[src/rtl/axis_pkg.sv]
// Shared AXI-Stream helpers: keep-mask builders, popcount and the
// offset-insert state encoding.
package axis_pkg;

    // Widest keep vector any stream in this datapath uses (1024-bit data).
    localparam int KEEP_MAX_W = 128;

    typedef logic [KEEP_MAX_W-1:0] keep_wide_t;

    typedef enum logic [1:0] {
        ST_IDLE  = 2'd0,
        ST_BODY  = 2'd1,
        ST_FLUSH = 2'd2
    } offset_state_e;

    // Lanes 0..n-1 set; n<=0 gives an empty mask. Callers size-cast the result.
    function automatic keep_wide_t keep_ones_right(input int n);
        keep_wide_t r;
        r = '0;
        for (int i = 0; i < KEEP_MAX_W; i++) begin
            r[i] = (i < n);
        end
        return r;
    endfunction

    // Top n lanes of a kw-lane keep set (lanes kw-n..kw-1).
    function automatic keep_wide_t keep_ones_left(input int n, input int kw);
        keep_wide_t r;
        r = '0;
        for (int i = 0; i < KEEP_MAX_W; i++) begin
            r[i] = (i >= kw - n) && (i < kw);
        end
        return r;
    endfunction

    // Number of set lanes in a keep vector.
    function automatic int keep_count(input keep_wide_t k);
        int n;
        n = 0;
        for (int i = 0; i < KEEP_MAX_W; i++) begin
            if (k[i]) begin
                n++;
            end
        end
        return n;
    endfunction

endpackage

[src/rtl/axis_byte_rotate.sv]
// Combinational lane rotator: output lane j takes input lane (j - off) mod KW,
// i.e. data and keep move up by 'off' lanes with the top lanes wrapping to 0.
module axis_byte_rotate #(
    parameter int DW    = 64,
    parameter int KW    = DW / 8,
    parameter int OFF_W = $clog2(KW)
) (
    input  logic [DW-1:0]    data,
    input  logic [KW-1:0]    keep,
    input  logic [OFF_W-1:0] off,
    output logic [DW-1:0]    data_rot,
    output logic [KW-1:0]    keep_rot
);

    genvar gi;
    generate
        for (gi = 0; gi < KW; gi++) begin : g_lane
            localparam logic [OFF_W-1:0] LANE = OFF_W'(gi);
            logic [OFF_W-1:0] src;

            // KW is a power of two, so the subtraction wraps modulo KW for free
            assign src = LANE - off;
            assign data_rot[gi*8 +: 8] = data[{src, 3'b000} +: 8];
            assign keep_rot[gi]        = keep[src];
        end
    endgenerate

endmodule

[src/rtl/axis_offset_insert.sv]
// Re-inserts a per-packet lane offset into a packed AXI-Stream: first beat
// starts at lane OFF (left-aligned keep), middle beats full, last beat
// right-aligned. One registered output slot; an extra FLUSH beat is emitted
// when the tail bytes spill past the last input beat.
import axis_pkg::*;

module axis_offset_insert #(
    parameter int AXIS_DW = 64,
    parameter int AXIS_KW = AXIS_DW / 8,
    parameter int OFF_W   = $clog2(AXIS_KW)
) (
    input  logic               clk,
    input  logic               rst_n,
    input  logic               s_axis_tvalid,
    output logic               s_axis_tready,
    input  logic [AXIS_DW-1:0] s_axis_tdata,
    input  logic [AXIS_KW-1:0] s_axis_tkeep,
    input  logic               s_axis_tlast,
    input  logic [OFF_W-1:0]   s_axis_offset,
    output logic               m_axis_tvalid,
    input  logic               m_axis_tready,
    output logic [AXIS_DW-1:0] m_axis_tdata,
    output logic [AXIS_KW-1:0] m_axis_tkeep,
    output logic               m_axis_tlast
);

    offset_state_e      state_reg;
    logic [OFF_W-1:0]   off_reg;
    logic [AXIS_DW-1:0] carry_reg;
    logic [AXIS_KW-1:0] flush_keep_reg;
    logic               m_valid_reg;
    logic [AXIS_DW-1:0] m_data_reg;
    logic [AXIS_KW-1:0] m_keep_reg;
    logic               m_last_reg;

    logic               out_free;
    logic               in_fire;
    logic               first_beat;
    logic [OFF_W-1:0]   eff_off;
    logic [AXIS_DW-1:0] rot_data;
    logic [AXIS_KW-1:0] rot_keep;
    logic [AXIS_DW-1:0] merged_data;
    logic [AXIS_KW-1:0] lo_keep;

    logic [AXIS_DW-1:0] nxt_data;
    logic [AXIS_KW-1:0] nxt_keep;
    logic               nxt_last;
    offset_state_e      nxt_state;
    logic [AXIS_KW-1:0] nxt_flush_keep;
    int                 cnt_i;
    int                 off_i;
    logic               fits;

    assign out_free   = !m_valid_reg || m_axis_tready;
    // Held low while in reset and while the carry beat still has to go out
    assign s_axis_tready = rst_n && out_free && (state_reg != ST_FLUSH);
    assign in_fire    = s_axis_tvalid && s_axis_tready;
    assign first_beat = (state_reg == ST_IDLE);
    // The first beat uses the live offset; later beats use the latched one
    assign eff_off    = first_beat ? s_axis_offset : off_reg;

    axis_byte_rotate #(
        .DW    (AXIS_DW),
        .KW    (AXIS_KW),
        .OFF_W (OFF_W)
    ) u_rotate (
        .data     (s_axis_tdata),
        .keep     (s_axis_tkeep),
        .off      (eff_off),
        .data_rot (rot_data),
        .keep_rot (rot_keep)
    );

    // Lanes below the offset come from the carry, the rest from the rotated input
    genvar gi;
    generate
        for (gi = 0; gi < AXIS_KW; gi++) begin : g_merge
            localparam logic [OFF_W-1:0] LANE = OFF_W'(gi);
            assign lo_keep[gi] = (LANE < eff_off);
            assign merged_data[gi*8 +: 8] = lo_keep[gi] ? carry_reg[gi*8 +: 8]
                                                        : rot_data[gi*8 +: 8];
        end
    endgenerate

    // Build the output beat and next state for an accepted input beat
    always_comb begin
        off_i          = int'(eff_off);
        cnt_i          = keep_count(KEEP_MAX_W'(s_axis_tkeep));
        fits           = (cnt_i + off_i) <= AXIS_KW;
        nxt_data       = merged_data;
        nxt_keep       = '1;
        nxt_last       = 1'b0;
        nxt_state      = ST_BODY;
        nxt_flush_keep = flush_keep_reg;
        if (s_axis_tlast) begin
            if (fits) begin
                nxt_last  = 1'b1;
                nxt_state = ST_IDLE;
                if (first_beat) begin
                    // Short single-beat packet stays right-aligned, unshifted
                    nxt_data = s_axis_tdata;
                    nxt_keep = s_axis_tkeep;
                end else begin
                    nxt_keep = rot_keep | lo_keep;
                end
            end else begin
                nxt_state      = ST_FLUSH;
                nxt_flush_keep = AXIS_KW'(keep_ones_right(cnt_i + off_i - AXIS_KW));
                if (first_beat) begin
                    nxt_keep = AXIS_KW'(keep_ones_left(AXIS_KW - off_i, AXIS_KW));
                end
            end
        end else if (first_beat) begin
            nxt_keep = AXIS_KW'(keep_ones_left(AXIS_KW - off_i, AXIS_KW));
        end
    end

    // FSM plus output slot: load a flush or mapped beat whenever the slot frees
    always_ff @(posedge clk or negedge rst_n) begin
        if (!rst_n) begin
            state_reg      <= ST_IDLE;
            off_reg        <= '0;
            carry_reg      <= '0;
            flush_keep_reg <= '0;
            m_valid_reg    <= 1'b0;
            m_data_reg     <= '0;
            m_keep_reg     <= '0;
            m_last_reg     <= 1'b0;
        end else if (out_free) begin
            if (state_reg == ST_FLUSH) begin
                m_valid_reg <= 1'b1;
                m_data_reg  <= carry_reg;
                m_keep_reg  <= flush_keep_reg;
                m_last_reg  <= 1'b1;
                state_reg   <= ST_IDLE;
            end else if (in_fire) begin
                m_valid_reg    <= 1'b1;
                m_data_reg     <= nxt_data;
                m_keep_reg     <= nxt_keep;
                m_last_reg     <= nxt_last;
                state_reg      <= nxt_state;
                flush_keep_reg <= nxt_flush_keep;
                // Rotated lanes 0..OFF-1 are the input's top OFF bytes
                carry_reg      <= rot_data;
                if (first_beat) begin
                    off_reg <= s_axis_offset;
                end
            end else begin
                m_valid_reg <= 1'b0;
            end
        end
    end

    assign m_axis_tvalid = m_valid_reg;
    assign m_axis_tdata  = m_data_reg;
    assign m_axis_tkeep  = m_keep_reg;
    assign m_axis_tlast  = m_last_reg;

endmodule

[config.mk]
export PLATFORM = sky130hd
export DESIGN_NAME = axis_offset_insert
export DESIGN_NICKNAME = d
export VERILOG_FILES = /design/src/rtl/axis_pkg.sv /design/src/rtl/axis_byte_rotate.sv /design/src/rtl/axis_offset_insert.sv
export SDC_FILE = /design/constraint.sdc
export NUM_CORES = 1
export LEC_CHECK = 0
export CORE_ASPECT_RATIO = 1.4
export CORE_MARGIN = 4
export CORE_UTILIZATION = 30
export CTS_BUF_LIST = sky130_fd_sc_hd__clkbuf_16
export DETAILED_ROUTE_END_ITERATION = 8
export GPL_ROUTABILITY_DRIVEN = 0
export SLEW_MARGIN = 20
export SYNTH_ARGS = -nofsm -noshare
export SYNTH_HDL_FRONTEND = slang
export SYNTH_HIERARCHICAL = 1
export SYNTH_SLANG_ARGS = --single-unit
[constraint.sdc]
create_clock -name clk -period 6.95 [get_ports clk]
set_clock_uncertainty 0.2 [all_clocks]
set_input_delay 2.085 -clock clk [delete_from_list [all_inputs] [get_ports clk]]
set_output_delay 2.085 -clock clk [all_outputs]
set_load 0.02 [all_outputs]
## After elaboration in Yosys (flattened, before gate mapping)

Cells that the tools add are included.

| operators by class | value |
|---|---|
| $lt $le $gt $ge | 33 |
| eq/ne operators | 2 |
| reductions and logical operators | 10 |
| bitwise logic cells | 3 |
| mux-type cells | 54 |
| shifts and indexed selects | 8 |
| add/subtract/negate cells | 19 |

Operators with widths:

| operator | number |
|---|---|
| 64-bit by 7-bit indexed part select with 8-bit output | 8 |
| 64-bit two-way mux | 5 |
| 32-bit by 2-bit adder with 32-bit output, second input constant | 7 |
| 32-bit two-way mux | 7 |
| 4-bit by 32-bit greater-or-equal comparator with 1-bit output, first input constant | 4 |
| 4-bit by 32-bit less-than comparator with 1-bit output, first input constant | 4 |
| 8-bit two-way mux | 14 |
| 3-bit by 32-bit greater-or-equal comparator with 1-bit output, first input constant | 2 |
| 3-bit by 32-bit less-than comparator with 1-bit output, first input constant | 2 |
| 32-bit by 4-bit adder with 32-bit output | 1 |
| 1-bit by 32-bit greater-or-equal comparator with 1-bit output, first input constant | 1 |
| 2-bit by 32-bit greater-or-equal comparator with 1-bit output, first input constant | 1 |
| 32-bit by 5-bit less-or-equal comparator with 1-bit output, second input constant | 1 |
| 1-bit by 32-bit less-than comparator with 1-bit output, first input constant | 1 |
| 2-bit by 32-bit less-than comparator with 1-bit output, first input constant | 1 |
| 3-bit by 4-bit less-than comparator with 1-bit output, second input constant | 8 |
| 32-bit by 5-bit subtractor with 32-bit output, second input constant | 1 |
| 1-bit binary-select mux with 3-bit select | 8 |
| 1-bit two-way mux | 15 |
| 3-bit less-than comparator, first input constant | 4 |
| 3-bit subtractor, first input constant | 4 |
| 2-bit two-way mux | 4 |
| 8-bit OR | 1 |
| 1-bit by 3-bit less-than comparator with 1-bit output, first input constant | 2 |
| 17 further kinds | 23 |

| word-level totals | value |
|---|---|
| word-level logic and storage cells | 137 |
| flip-flop bits (word level) | 151 |
| output and inout bits | 75 |
| input port bits | 80 |

## Longest topological paths before layout

Gate-level depths: netlist of run 1.

| depth | value |
|---|---|
| depth in word-level cells | 21 |
| depth in mapped cells | 32 |
| gate-level depth less buffers | 30 |

## Cells and area by module

Netlist of run 1, hierarchy kept.

Modules (own cells, without submodules):

| module | times used | sequential area each (um2) | area each (um2) | cells each |
|---|---|---|---|---|
| axis_offset_insert | 1 | 3778.6 | 9012.4 | 1003 |
| axis_byte_rotate | 1 | 0.0 | 2845.2 | 262 |

## Worst setup path before layout of run 1

OpenSTA, ideal clock, no wires.

| timing path | value |
|---|---|
| kind | input to register |
| from | input s_axis_tkeep[0] |
| to | register m_data_reg[2] (netlist: m_axis_tdata[2]) |
| path slack | -1014 ps |
| path buffers | 2 |
| setup time | 140 ps |
| stages on the path | 31 |
| arrival | 7623 ps |
| path through | inv_1 > ha_1 > mux2i_1 > xor2_1 > nand2b_1 > o31ai_1 > ha_1 > a32oi_1 > nand2_1 > ha_1 > a21o_1 > ha_1 > o22ai_1 > inv_1 > ha_1 > nand2_1 > o21ai_0 > ha_1 > a21o_1 > a21oi_1 > xnor2_1 > xnor2_2 > inv_1 > ha_1 > nand4_1 > o31ai_1 > o21ai_2 > buf_6 > buf_6 > mux2i_1 > o22ai_1 |

| on the way | value |
|---|---|
| word-level cells in the longest chain between the ends | 21 |

RTL lines:

| element | line | source |
|---|---|---|
| start, declared | axis_offset_insert.sv:17 | `input logic [AXIS_KW-1:0] s_axis_tkeep,` |
| 1-bit two-way mux (*) | axis_pkg.sv:41 | `if (k[i]) begin` |
| 32-bit by 2-bit adder with 32-bit output | axis_pkg.sv:42 | `n++;` |
| 32-bit two-way mux (*) | axis_pkg.sv:41 |  |
| 32-bit by 2-bit adder with 32-bit output | axis_pkg.sv:42 |  |
| 32-bit two-way mux (*) | axis_pkg.sv:41 |  |
| 32-bit by 2-bit adder with 32-bit output | axis_pkg.sv:42 |  |
| 32-bit two-way mux (*) | axis_pkg.sv:41 |  |
| 32-bit by 2-bit adder with 32-bit output | axis_pkg.sv:42 |  |
| [5 not listed] | -- |  |
| 32-bit by 2-bit adder with 32-bit output | axis_pkg.sv:42 |  |
| 32-bit two-way mux (*) | axis_pkg.sv:41 |  |
| 32-bit by 4-bit adder with 32-bit output (*) | axis_offset_insert.sv:89 | `fits = (cnt_i + off_i) <= AXIS_KW;` |
| 32-bit by 5-bit less-or-equal comparator with 1-bit output (*) | axis_offset_insert.sv:89 |  |
| 64-bit two-way mux (*) | axis_offset_insert.sv:96 | `if (fits) begin` |
| 64-bit two-way mux (*) | axis_offset_insert.sv:95 | `if (s_axis_tlast) begin` |
| 64-bit two-way mux (*) | axis_offset_insert.sv:136 | `end else if (in_fire) begin` |
| 64-bit two-way mux (*) | axis_offset_insert.sv:130 | `if (state_reg == ST_FLUSH) begin` |
| end signal, assigned | axis_offset_insert.sv:132 | `m_data_reg <= carry_reg;` |
| end signal, assigned | axis_offset_insert.sv:138 | `m_data_reg <= nxt_data;` |
| end, declared | axis_offset_insert.sv:32 | `logic [AXIS_DW-1:0] m_data_reg;` |

Mark *: on every way between the ends. The rest lies on a longest branch, timed or not. The select of a mux whose other input is x is not followed.
A chain may end at the register's enable or synchronous reset.

## Final worst setup path of run 1

| timing path | value |
|---|---|
| from | input s_axis_tkeep[0] |
| to | register m_data_reg[21] (netlist: m_axis_tdata[21]) |

The elaborated chain is that of the path after synthesis.

==> results of run 1 <==
-- cell usage after synthesis (all sizes together) (4+ instances only) --
| cell | number | area (um2) |
|---|---|---|
| a211oi | 15 | 118 |
| a21o | 4 | 30.0 |
| a21oi | 80 | 400 |
| a221oi | 27 | 236 |
| and2 | 6 | 37.5 |
| and3 | 23 | 144 |
| buf | 46 | 387 |
| clkbuf | 56 | 211 |
| dfrtp | 151 | 3780 |
| ha | 20 | 250 |
| inv | 16 | 60.1 |
| mux2 | 112 | 1390 |
| mux2i | 93 | 931 |
| mux4 | 34 | 766 |
| nand2 | 240 | 901 |
| nand2b | 5 | 31.3 |
| nand3 | 4 | 20.0 |
| nor2 | 93 | 352 |
| nor2b | 4 | 25.0 |
| nor3 | 21 | 105 |
| nor3b | 5 | 37.5 |
| o21ai | 17 | 88.8 |
| o22ai | 86 | 538 |
| o2bb2ai | 17 | 149 |
| o31ai | 14 | 150 |
| or3 | 6 | 37.5 |
| xnor2 | 14 | 145 |
| xor2 | 6 | 60.1 |
-- power by group through the flow --
stage / clock network (mW) / logic, mW / registers [mW]
6_report: 0.947 / 7.40 / 1.66
5_1_grt: 0.994 / 7.86 / 1.71
4_1_cts: 0.957 / 7.24 / 1.66
3_5_place_dp: 0 / 6.78 / 1.67
3_3_place_gp: 0 / 6.69 / 1.66
2_1_floorplan: 0 / 4.49 / 1.82
-- metal layers --
layer	up-vias	share of wire [%]	GRT usage, %
met5	-	0	0
met4	0	6.1	11.1
met3	101	5.2	3.08
met2	445	50	34.8
met1	5535	38	24.1
li1	5051	-	-
-- cell usage in the layout (no fill, tap or decap), types with 17 or more instances in the layout --
| cell | instances |
|---|---|
| nor2_1 | 86 |
| o22ai_1 | 85 |
| a221oi_1 | 27 |
| o2bb2ai_1 | 17 |
| mux2_4 | 34 |
| buf_4 | 97 |
| dfrtp_1 | 151 |
| clkbuf_16 | 18 |
| a21oi_1 | 77 |
| nor3_1 | 20 |
| nand2_1 | 236 |
| mux2i_1 | 89 |
| mux2_2 | 78 |
| clkdlybuf4s50_1 | 149 |
| mux4_2 | 34 |
-- cell type report --
class	count	area, um2	area share, %
Clock inverter	15	153	0.970
Tap cell	522	653	4.15
Timing Repair Buffer	277	2750	17.4
Inverter	16	82.6	0.525
Antenna cell	1	2.50	0.0159
Multi-Input combinational cell	996	7890	50.2
Sequential cell	151	3780	24.0
Clock buffer	17	425	2.70
-- cell families after synthesis --
logic type                 Yosys count  share of synthesized area, %
adders and majority gates           22                          2.36
DFF                                151                          31.9
muxes                              239                          26.0
and+or+nand+nor                    427                          15.6
other                                1                        0.0316
AOI/OAI and AO/OA                  285                          16.5
xor gates and xnor gates            22                          2.12
buffers and inverters              118                          5.55
-- per-stage QoR --
stage          area (um2)  TNS, ns  std cells  setup WS (ns)  hold slack, ns
2_1_floorplan       12000   -35.87       1265         -0.497           0.247
3_3_place_gp        14500   -93.70       1937          -1.24           0.259
3_5_place_dp        14500  -103.15       1937          -1.38           0.264
4_1_cts             15600   -31.32       1989         -0.494           0.279
5_1_grt             15700   -33.95       1995         -0.528           0.312
6_report            15700   -13.46       1995         -0.234           0.277
-- repair_timing --
| action | in CTS | in global routing |
|---|---|---|
| hold endpoints to repair | 0 | 0 |
| cloned | 6 | 1 |
| gates resized for setup | 71 | 21 |
| setup buffers | 16 | 7 |
| pin swaps | 36 | 29 |
| setup endpoints to repair | 82 | 82 |
-- worst max-delay path by stage --
stage	start	to	slack, ns	cells past startpoint
floorplan	s_axis_tkeep[0]	m_axis_tdata[2]$_DFFE_PN0P_	-0.50	31
global placement	s_axis_tkeep[0]	m_axis_tdata[10]$_DFFE_PN0P_	-1.24	34
detailed placement	s_axis_tkeep[0]	m_axis_tdata[17]$_DFFE_PN0P_	-1.38	34
CTS	s_axis_tkeep[1]	m_axis_tkeep[6]$_DFFE_PN0P_	-0.49	32
global route	s_axis_tkeep[0]	m_axis_tdata[21]$_DFFE_PN0P_	-0.53	33
finish	s_axis_tkeep[0]	m_axis_tdata[21]$_DFFE_PN0P_	-0.23	33
-- worst reg2reg max path, cell delays in order, from the launching register on --
cell and delay [ns]:
dfrtp_1 0.55, or2_2 0.47, nand2_1 0.09, and2_1 0.46, inv_1 0.16, ha_1 0.35, a21o_1 0.19, nand2_1 0.08
xnor2_1 0.11, o21ai_1 0.09, xnor2_1 0.21, ha_2 0.22, nand4_1 0.12, buf_4 0.17, o31ai_4 0.27, o21ai_4 0.15
buf_12 0.18, buf_12 0.14, mux2i_2 0.16, o22ai_1 0.09
==> results.ini, run 1 <==
[worst_hold_path]
holdPathEnd = carry_reg[58]$_DFFE_PN0P_
min_from = carry_reg[58]$_DFFE_PN0P_
hold_class = flop to flop
hold_depth = 2

[logic_synthesis]
syn_area_mm2 = 0.0119
synth-main-ff-cell = dfrtp_1
synth_edf_count = 0
synthesis.nets = 1366
synthArstFlopShare_pct = 100
ys_seq_elements = 151
synth.distinct_cells = 75
yosys_warnings = 6
netlist_instances = 1265
avgSynthCellArea_um2 = 9.37
ys_seq_area_share_pct = 31.9

[setup_path]
timing.rr.start = state_reg[0]$_DFFE_PN0P_
crit_family = adder cells
crit_buf_inv = 6
r2r_end = m_axis_tdata[21]$_DFFE_PN0P_
cpPeakStageDelay_ns = 0.35
crit_top_cell = ha_4
start_kind = input port
cp_data_required_time_ns = 7.06
cp_max_fo = 7
arrival_ns = 7.30
r2r_slack_ns = 2.32
crit_type = input port to flop
cpMaxStageDelayCell = fa_2
rr_worst_depth = 19
worstSetupEndpointType = flop

[clocking]
hold_buffers = 0
clock_latency_ns = 0.46
clk_path_buf_depth = 2
cts.root.buffer_cell = clkbuf_16
cts_tree = built
htree_levels = 4
numCtsBuffers = 17
clock_sinks = 151
clkTransAtPathRegs_ns = 0.06

[routing]
drc_errors = 0
routedWlPerCell_um = 22.2
first_iter_violations = 1073
dr_total_vias = 11132
vias_per_cell = 5.58
routed_wl_mm = 44.3
detail_route.first_pass.iterations = 5
final_antenna_net_count = 0

[cells_and_area]
areaGrowthSynthToFinish_pct = 32.7
fin_util_pct = 40.6
drive_gt1_share_pct = 26.4
fill_cells = 3837
nNetsFinal = 1560

[sta]
fin_crit_ns = 7.18
drv_slew = 0
setup_viol = 72
rsz0062_at_grt = yes
relSlewSlack_pct = 28.4
timing.fmax_ghz = 0.139
final.period_utilization_pct = 103
setup_ws_ns = -0.234
worstMarginPinSlew_ns = 1.07
hold_viol_final = 0

[job]
drv_cap = 0

[power_and_ir_drop]
combPwrFrac_pct = 74.0
p_seq_share_pct = 16.6
intPower_mw = 5.27
p_sw_share_pct = 47.3
peakVddDrop_uv = 290
powerDensity_mw_per_mm2 = 636
switchingPower_mw = 4.73
leakage_nw = 7.03
clkPwrFrac_pct = 9.5
power_mw = 10.0

[floorplan]
core_area_mm2 = 0.0387
die_x_um = 176
start_util_pct = 30.6
die_h_um = 243
dieArea_mm2 = 0.0428
ios = 155
rows = 85

[status]
violations = negative setup slack
status = finished, violations left

[global_routing]
grt_pass1_wl_mm = 67.3
antenna_found_initial = 1
grt.total_usage_pct = 20.2
grt.overflow.total = 0
first_global_vias = 11070
grt_max_degree = 75

[place]
numPortBuffers = 154
dp_hpwl_mm = 32.0

No activity file was read; power rests on OpenSTA's default activity.
==> run 2: changes to the inputs <==
Settings changed: CORE_MARGIN 4 to unset, SKIP_LAST_GASP set to 1.
==> run 2 against run 1 <==
Effect of this change: hold slack got worse by 0.0031 ns; cell count up 0.15%; sequential power barely moved; wire length rose by 0.32%; final area hardly changed; via count rose by 1.2%; die area shrank 5.8%; clock power is 7.6% lower; the run still ends with negative setup slack left.
==> results.ini, run 2 (synthesis gave the netlist of run 1 again) <==
[cells_and_area]
final_common_cell = nand2_1
antennaDiodeCount = 0
drive_gt1_share_pct = 26.8
seqCellArea_mm2 = 0.00378
final_cell_mix = nand2_1 (234), dfrtp_1 (151), clkdlybuf4s50_1 (149)
nNetsFinal = 1565
multi_input_area_mm2 = 0.00791
areaGrowthSynthToFinish_pct = 32.7
design_area_mm2 = 0.0157
fill_cells = 3790

[routing]
detail_route.first_pass.iterations = 5
routed_wl_mm = 44.5
first_iter_violations = 1049
drc_errors = 0
final_antenna_net_count = 0
routedWlPerCell_um = 22.3
vias_per_cell = 5.64
dr_total_vias = 11264

[worst_hold_path]
hold_class = flop to flop

[sta]
relSlewSlack_pct = 32.9
timing.fmax_ghz = 0.136
rsz0062_at_grt = yes
hold_viol_final = 0
final.period_utilization_pct = 106
drv_slew = 0
setup_ws_ns = -0.389
worstMarginPinSlew_ns = 1.00
setup_viol = 77
fin_crit_ns = 7.34

[setup_path]
cpMaxStageDelayCell = xnor3_2
crit_type = input port to flop
worstSetupEndpointType = flop
crit_family = adder cells
crit_buf_inv = 5
start_kind = input port
cpPeakStageDelay_ns = 0.32
cp_data_required_time_ns = 7.05
arrival_ns = 7.44
cp_max_fo = 6

[floorplan]
die_x_um = 170
rows = 85
die_h_um = 237
start_util_pct = 30.6
dieArea_mm2 = 0.0403
core_area_mm2 = 0.0387
ios = 155

[global_routing]
antenna_found_initial = 0
first_global_vias = 10901
grt_pass1_wl_mm = 65.8
grt.overflow.total = 0
grt_max_degree = 74
grt.total_usage_pct = 21.7

[power_and_ir_drop]
peakVddDrop_uv = 325
leakage_nw = 7.03
power_mw = 10.0
powerDensity_mw_per_mm2 = 636

[clocking]
clk_path_buf_depth = 2
numCtsBuffers = 17
cts_tree = built
htree_levels = 4
clock_sinks = 151
clock_latency_ns = 0.44
clkTransAtPathRegs_ns = 0.06
cts.root.buffer_cell = clkbuf_16

[place]
dp_slack_ns = -1.44
place_area_mm2 = 0.0145
dp_hpwl_mm = 31.9
numPortBuffers = 154

[status]
violations = negative setup slack
status = finished, violations left

[job]
drv_cap = 0

## run 2: per-stage QoR
stage	TNS, ns	utilization, %	cells	hold slack [ns]
2_1_floorplan	-35.87	-	1265	0.247
3_3_place_gp	-98.01	37.4	1938	0.258
3_5_place_dp	-106.88	37.4	1938	0.264
4_1_cts	-28.36	39.5	1985	0.278
5_1_grt	-39.67	40.7	1998	0.305
6_report	-22.87	40.7	1998	0.274
## run 2: layout make-up
| type | instances | share of cell area [%] |
|---|---|---|
| Clock buffer | 17 | 2.70 |
| Sequential cell | 151 | 24.0 |
| Timing Repair Buffer | 282 | 17.6 |
| Clock inverter | 14 | 0.707 |
| Multi-Input combinational cell | 996 | 50.3 |
| Tap cell | 522 | 4.15 |
| Inverter | 16 | 0.525 |
## run 2: path summary, 6_finish.rpt
path | endpoint | cells after the start | slack, ns | startpoint
min | carry_reg[58]$_DFFE_PN0P_ | 2 | 0.27 | carry_reg[58]$_DFFE_PN0P_
max in group asynchronous | m_axis_tdata[17]$_DFFE_PN0P_ | 2 | 4.07 | rst_n
max | m_axis_tdata[37]$_DFFE_PN0P_ | 32 | -0.39 | s_axis_tkeep[0]
min reg2reg | carry_reg[58]$_DFFE_PN0P_ | 2 | 0.27 | carry_reg[58]$_DFFE_PN0P_
min in group asynchronous | carry_reg[60]$_DFFE_PN0P_ | 1 | 1.25 | rst_n
max reg2reg | m_axis_tdata[37]$_DFFE_PN0P_ | 20 | 2.23 | state_reg[0]$_DFFE_PN0P_
## run 2: per-layer routing
metal / up-vias / share of wire (%) / global-route usage [%]
met2: 506 / 51 / 37.5
met1: 5593 / 38 / 25.4
met3: 109 / 5.4 / 2.78
li1: 5056 / - / -
met4: 0 / 6.1 / 12.9
met5: - / 0 / 0
## run 2: timing repair
| action | in CTS | in global routing |
|---|---|---|
| pin swaps | 22 | 40 |
| setup endpoints to repair | 82 | 82 |
| hold buffers | 0 | 0 |
| resized for setup | 38 | 58 |
| gates cloned | 1 | 6 |
| setup buffers | 15 | 12 |
## run 2: tightest hold or removal path, cell delays in order, from the launching register on
cell	delay, ns
dfrtp_1	0.34
nand2_1	0.05
nand2_1	0.06
## run 2: power breakdown
group / switching, mW / internal [mW] / total [mW]
combinational: 4.01 / 3.47 / 7.48
sequential: 0.338 / 1.33 / 1.67
clock: 0.390 / 0.485 / 0.875
total: 4.73 / 5.28 / 10.0
